## config.mk

```make
export PLATFORM = sky130hd
export DESIGN_NAME = jpeg_block_arbiter
export DESIGN_NICKNAME = d
export VERILOG_FILES = /design/src/rtl/jpeg_block_arbiter.sv
export SDC_FILE = /design/constraint.sdc
export NUM_CORES = 1
export LEC_CHECK = 0
export ABC_AREA = 1
export CORE_ASPECT_RATIO = 0.9
export CORE_UTILIZATION = 51
export DETAILED_ROUTE_END_ITERATION = 10
export PLACE_DENSITY = 0.81
export SYNTH_ARGS = -nofsm -noshare
export SYNTH_HDL_FRONTEND = slang
export SYNTH_SLANG_ARGS = --single-unit
```

## constraint.sdc

```tcl
create_clock -name clk -period 3.35 [get_ports clk]
set_clock_uncertainty 0.05 [all_clocks]
set_input_delay 0.5025 -clock clk [delete_from_list [all_inputs] [get_ports clk]]
set_output_delay 0.5025 -clock clk [all_outputs]
set_load 0.1 [all_outputs]
```

## src/rtl/jpeg_block_arbiter.sv

```systemverilog
// jpeg_block_arbiter: round-robin arbiter that hands the shared DCT/quant datapath
// to one requester for a full block (start, BEATS coefficient beats, drain until dp_done).
module jpeg_block_arbiter #(
    parameter int N_REQ = 3,
    parameter int BEATS = 64,
    parameter int CW    = 6
) (
    input  logic             clk,
    input  logic             rst,
    input  logic [N_REQ-1:0] req,
    output logic [N_REQ-1:0] gnt,
    input  logic             in_valid,
    output logic             in_ready,
    output logic [CW-1:0]    beat_cnt,
    output logic             dp_start,
    input  logic             dp_done,
    output logic             blk_done,
    output logic             busy
);
    localparam int IW = N_REQ > 1 ? $clog2(N_REQ) : 1;

    typedef enum logic [1:0] {IDLE, START, BURST, DRAIN} state_t;

    state_t           state_q, state_d;
    logic [N_REQ-1:0] gnt_q, gnt_d;
    logic [IW-1:0]    last_q, last_d, gidx_q, gidx_d, win;
    logic [CW-1:0]    beat_q, beat_d;
    logic             found, accept, last_beat;
    int               idx;

    // Round-robin search upward from the requester after the last one served
    always_comb begin
        win   = '0;
        found = 1'b0;
        idx   = 0;
        for (int i = 1; i <= N_REQ; i++) begin
            idx = (int'(last_q) + i) % N_REQ;
            if (!found && req[idx]) begin
                found = 1'b1;
                win   = IW'(idx);
            end
        end
    end

    assign accept    = (state_q == BURST) && in_valid;
    assign last_beat = beat_q == CW'(BEATS - 1);

    always_comb begin
        state_d = state_q;
        gnt_d   = gnt_q;
        last_d  = last_q;
        gidx_d  = gidx_q;
        beat_d  = beat_q;
        case (state_q)
            IDLE: begin
                gnt_d = found ? N_REQ'(1) << win : '0;
                gidx_d = found ? win : gidx_q;
                state_d = found ? START : IDLE;
            end
            START: begin
                beat_d  = '0;
                state_d = BURST;
            end
            BURST: begin
                beat_d  = accept ? (last_beat ? '0 : beat_q + CW'(1)) : beat_q;
                state_d = (accept && last_beat) ? DRAIN : BURST;
            end
            DRAIN: begin
                last_d  = dp_done ? gidx_q : last_q;
                gnt_d   = dp_done ? '0 : gnt_q;
                state_d = dp_done ? IDLE : DRAIN;
            end
            default: state_d = IDLE;
        endcase
    end

    always_ff @(posedge clk) begin
        if (rst) begin
            state_q <= IDLE;
            gnt_q   <= '0;
            last_q  <= IW'(N_REQ - 1);
            gidx_q  <= '0;
            beat_q  <= '0;
        end else begin
            state_q <= state_d;
            gnt_q   <= gnt_d;
            last_q  <= last_d;
            gidx_q  <= gidx_d;
            beat_q  <= beat_d;
        end
    end

    assign gnt      = gnt_q;
    assign beat_cnt = beat_q;
    assign in_ready = state_q == BURST;
    assign dp_start = state_q == START;
    // A reset landing on the dp_done cycle aborts the block silently
    assign blk_done = (state_q == DRAIN) && dp_done && !rst;
    assign busy     = state_q != IDLE;
endmodule

```

==> impl_results.html <==
<table>
<tr><th>Metric</th><th>Value</th></tr>
<tr><th colspan="2">CTS</th></tr>
<tr><td>Number of sinks on the clock net</td><td>15</td></tr>
<tr><td>Root cell of the clock tree</td><td>clkbuf_4</td></tr>
<tr><td>Number of buffers inserted for hold repair after clock tree synthesis</td><td>0</td></tr>
<tr><td>Cts bufs inserted</td><td>3</td></tr>
<tr><td>Quantity of gates resized following cts</td><td>0</td></tr>
<tr><td>Clock input transition at the sequential cells of the worst setup and hold paths</td><td>0.09 ns</td></tr>
<tr><td>H-tree depth reported by CTS</td><td>1</td></tr>
<tr><td>CTS tree</td><td>yes</td></tr>
<tr><td>Postcts setup bufs</td><td>0</td></tr>
<tr><td>Clock latency reported for the late side of the worst-skew pair</td><td>0.28 ns</td></tr>
<tr><td>Longest Clk Path Bufs</td><td>2</td></tr>
<tr><th colspan="2">Synthesis</th></tr>
<tr><td>Count leader, synth</td><td>nand2_1</td></tr>
<tr><td>Number of distinct standard cells referenced by the synthesized netlist</td><td>20</td></tr>
<tr><td>Number of synthesized register bits</td><td>15</td></tr>
<tr><td>Number of cells produced by synthesis</td><td>130</td></tr>
<tr><td>Asr flop ratio synth</td><td>0</td></tr>
<tr><td>Synthesized-area fraction occupied by and/or/nand/nor cells</td><td>0.3387</td></tr>
<tr><td>Mux cell area share after synthesis</td><td>0</td></tr>
<tr><td>Post-Synthesis Cell Area</td><td>857.1 um^2</td></tr>
<tr><td>Complex-gate fraction of the synthesized area</td><td>0.1547</td></tr>
<tr><td>Post-synthesis area per instance</td><td>6.593 um^2</td></tr>
<tr><td>Share of the synthesized area in the top cell type</td><td>0.3504</td></tr>
<tr><td>Main combinational cell family by area after synthesis</td><td>simple AND/OR/NAND/NOR gates</td></tr>
<tr><td>Sequential cell area fraction in the yosys report</td><td>0.3504</td></tr>
<tr><td>Post-synthesis adder-cell area fraction</td><td>0.05839</td></tr>
<tr><td>Number of warning messages in the yosys log</td><td>0</td></tr>
<tr><td>Leading register cell type out of synthesis</td><td>dfxtp_1</td></tr>
<tr><td>Commonest cells in the synthesized netlist</td><td>38 x nand2_1, 17 x inv_1, 15 x dfxtp_1</td></tr>
<tr><td>Number of flops mapped to enable cells by yosys</td><td>0</td></tr>
<tr><td>Synth area leaders</td><td>dfxtp_1 35%, nand2_1 17%, inv_1 7.4%, a21oi_1 5.8%, ha_1 5.8%</td></tr>
<tr><td>Post-Synthesis Net Count</td><td>141</td></tr>
<tr><td>Largest area contributor in the synthesized netlist</td><td>dfxtp_1</td></tr>
<tr><td>Xor-xnor portion of the synthesized cell area</td><td>0.01022</td></tr>
<tr><th colspan="2">Layout</th></tr>
<tr><td>Fin nets</td><td>164</td></tr>
<tr><td>Number of fill cells</td><td>145</td></tr>
<tr><td>Synth-to-layout area growth</td><td>26.86%</td></tr>
<tr><td>Number of antenna diodes</td><td>0</td></tr>
<tr><td>Number of cells in the finished layout apart from fillers</td><td>174</td></tr>
<tr><td>Design Area, Final</td><td>0.001087 mm^2</td></tr>
<tr><td>Layout cells sized above 1</td><td>0.1118</td></tr>
<tr><th colspan="2">GRT</th></tr>
<tr><td>GRT Resource Usage Total</td><td>0.2291</td></tr>
<tr><td>Pin count of the biggest net entering global routing</td><td>14</td></tr>
<tr><td>Total global routing overflow</td><td>0</td></tr>
<tr><td>Number of antenna violations at the first check in global routing</td><td>0</td></tr>
<tr><td>First-pass GRT wire length</td><td>3.001 mm</td></tr>
<tr><td>Vias in the first global route</td><td>751</td></tr>
<tr><th colspan="2">Detailed routing</th></tr>
<tr><td>Number of nets with antenna violations after detailed routing</td><td>0</td></tr>
<tr><td>Via density</td><td>5.011</td></tr>
<tr><td>Total Routed Length</td><td>1.881 mm</td></tr>
<tr><td>WL/cell</td><td>10.81 um</td></tr>
<tr><td>Count of unresolved DRC violations after routing</td><td>0</td></tr>
<tr><td>DR pass1 iterations</td><td>4</td></tr>
<tr><td>Iter 0 DRT Violations</td><td>25</td></tr>
<tr><td>Via count</td><td>872</td></tr>
<tr><th colspan="2">STA</th></tr>
<tr><td>Least-Margin Pin Slew</td><td>0.9671 ns</td></tr>
<tr><td>Setup-failing EPs final</td><td>0</td></tr>
<tr><td>Hold violation total from the final report</td><td>0</td></tr>
<tr><td>Final sum of negative setup slack</td><td>0 ns</td></tr>
<tr><td>Max Slew Vio Count</td><td>0</td></tr>
<tr><td>Least setup slack across all paths after layout</td><td>0.9469 ns</td></tr>
<tr><td>Final Cycle Share</td><td>0.7173</td></tr>
<tr><td>Max-slew headroom</td><td>0.3532</td></tr>
<tr><td>Maximum clock rate</td><td>416.1 MHz</td></tr>
<tr><td>RSZ-0062 raised after global routing</td><td>false</td></tr>
<tr><td>Final critical path time including I/O delays and setup</td><td>2.403 ns</td></tr>
<tr><th colspan="2">Hold path</th></tr>
<tr><td>Class of the tightest hold or removal check</td><td>register to register</td></tr>
<tr><td>Hold Crit Start</td><td>gidx_q[1]</td></tr>
<tr><th colspan="2">Critical path</th></tr>
<tr><td>Setup slack, reg-to-reg</td><td>1.57 ns</td></tr>
<tr><td>Crit-path max cell delay</td><td>1.16 ns</td></tr>
<tr><td>Number of stages on the worst setup path</td><td>1</td></tr>
<tr><td>Category of the most critical setup path</td><td>register to primary output</td></tr>
<tr><td>Buffering stage count on the worst path with inverters included</td><td>1</td></tr>
<tr><td>Capture point of the critical path</td><td>beat_cnt[5]</td></tr>
<tr><td>Cell with the largest stage delay on the worst path</td><td>clkdlybuf4s50_1</td></tr>
<tr><td>Required time at the worst-slack endpoint</td><td>2.80 ns</td></tr>
<tr><td>Setup crit start kind</td><td>register</td></tr>
<tr><td>Terminus of the critical flop-to-flop path</td><td>gidx_q[0]</td></tr>
<tr><td>Launching instance or port of the critical path</td><td>beat_cnt[5]</td></tr>
<tr><td>R2R cell count</td><td>8</td></tr>
<tr><td>Critical path peak fanout</td><td>4</td></tr>
<tr><td>Reg2Reg Launch Point</td><td>last_q[0]</td></tr>
<tr><td>Crit path DAT</td><td>1.85 ns</td></tr>
<tr><td>Worst setup EP type</td><td>primary output</td></tr>
<tr><td>CP top delay family</td><td>buffers and inverters</td></tr>
<tr><td>Ordered list of cells on the worst path</td><td>clkdlybuf4s50_1</td></tr>
<tr><th colspan="2">Floorplanning</th></tr>
<tr><td>Site Rows</td><td>13</td></tr>
<tr><td>Floorplan die area</td><td>0.001849 mm^2</td></tr>
<tr><td>I/O pin total</td><td>20</td></tr>
<tr><td>Initial core utilization</td><td>0.5666</td></tr>
<tr><td>Height of the chip</td><td>40.89 um</td></tr>
<tr><td>Core area</td><td>0.001513 mm^2</td></tr>
<tr><td>Die outline width</td><td>45.21 um</td></tr>
<tr><th colspan="2">Place</th></tr>
<tr><td>Post-placement worst setup slack</td><td>1.070 ns</td></tr>
<tr><td>Global placement routability congestion</td><td>0.7602</td></tr>
<tr><td>Total placed cells including tap cells</td><td>170</td></tr>
<tr><td>HPWL Detailed</td><td>1.496 mm</td></tr>
<tr><td>Placed standard-cell area</td><td>0.001061 mm^2</td></tr>
<tr><td>Input/output buffers</td><td>19</td></tr>
<tr><th colspan="2">Job</th></tr>
<tr><td>Maximum Capacitance Violations</td><td>0</td></tr>
<tr><th colspan="2">Power and ir drop</th></tr>
<tr><td>Peak ir drop on the vdd network</td><td>321.3 uV</td></tr>
<tr><td>Power density relative to cell area</td><td>448.1 mW/mm^2</td></tr>
<tr><td>Leakage power summed over all cells</td><td>0.4962 nW</td></tr>
<tr><td>Post-route total power</td><td>487.2 uW</td></tr>
<tr><th colspan="2">Status</th></tr>
<tr><td>Status</td><td>finished, final reports clean</td></tr>
</table>
cell families after synthesis:
logic type	after synthesis
AND/OR/NAND/NOR	67
AO/OA/AOI/OAI	23
buffers and inverters	20
flip-flops	15
adder cells (fa/ha/maj)	4
XOR/XNOR	1
per-layer routing:
| metal | vias to the layer above | GRT usage | wire [um] |
|---|---|---|---|
| met2 | 14 | 0.4094 | 927 |
| li1 | 464 | - | - |
| met3 | 2 | 0.03965 | 72 |
| met5 | - | 0 | 0 |
| met1 | 392 | 0.2725 | 866 |
| met4 | 0 | 0.1061 | 14 |
per-stage QoR:
stage	utilization	hold slack, ns
floorplan	-	0.3740
global route	0.7188	0.4360
finish	0.7188	0.4052
CTS	0.7188	0.4040
detailed placement	0.7014	0.3888
global placement	0.7014	0.3874
cell type report:
cell class,instances,area [um^2],share of cell area
well taps,22,27.53,0.02532
repair buffers,19,180.2,0.1657
clock buffers,4,26.28,0.02417
multi-input cells,95,481.7,0.4430
flip-flops and latches,15,300.3,0.2762
inverters,19,71.32,0.06559
how the worst min path moves through the flow:
stage                      to  cells after the start
global placement    last_q[1]                      2
floorplan           last_q[1]                      2
finish              last_q[1]                      2
detailed placement  last_q[1]                      2
CTS                 last_q[1]                      2
global route        last_q[1]                      2
layout by cell type (no fill, tap or decap):
cell             netlist  routed
nand2_1               38      38
inv_1                 17      17
dfxtp_1               15      15
clkdlybuf4s50_1        0      15
nor2_1                10      10
a21oi_1               10      10
nand3_1                9       9
o21ai_0                8       8
nand2_2                4       4
ha_1                   4       4
buf_4                  0       4
clkbuf_4               0       3
nor2_2                 2       2
inv_2                  2       2
nand4_1                2       2
o21ai_1                2       2
a211oi_1               1       1
a21oi_4                1       1
nand3_2                1       1
nor3_1                 1       1
xor2_1                 1       1
a221oi_1               1       1
clkbuf_1               1       1
worst register-to-register path: cells and delay by family, from the launching register on:
kind / cells / cell delay [ns]
AOI/OAI and AO/OA: 3 / 0.49
DFF: 1 / 0.37
adders and majority gates: 1 / 0.36
and+or+nand+nor: 3 / 0.34
buffers and inverters: 1 / 0.07
power by group:
part / switching (mW) / leakage, nW / internal (mW)
sequential: 0.00922 / 0.122 / 0.191
combinational: 0.139 / 0.359 / 0.0445
clock: 0.0578 / 0.0150 / 0.0461
total: 0.206 / 0.496 / 0.282
flip-flops by register name, summed over array words and instances, names as in the netlist:
name,cells
gidx_q,2
state_q,2
beat_cnt,6
last_q,2
gnt,3
No activity file was read; power rests on OpenSTA's default activity.
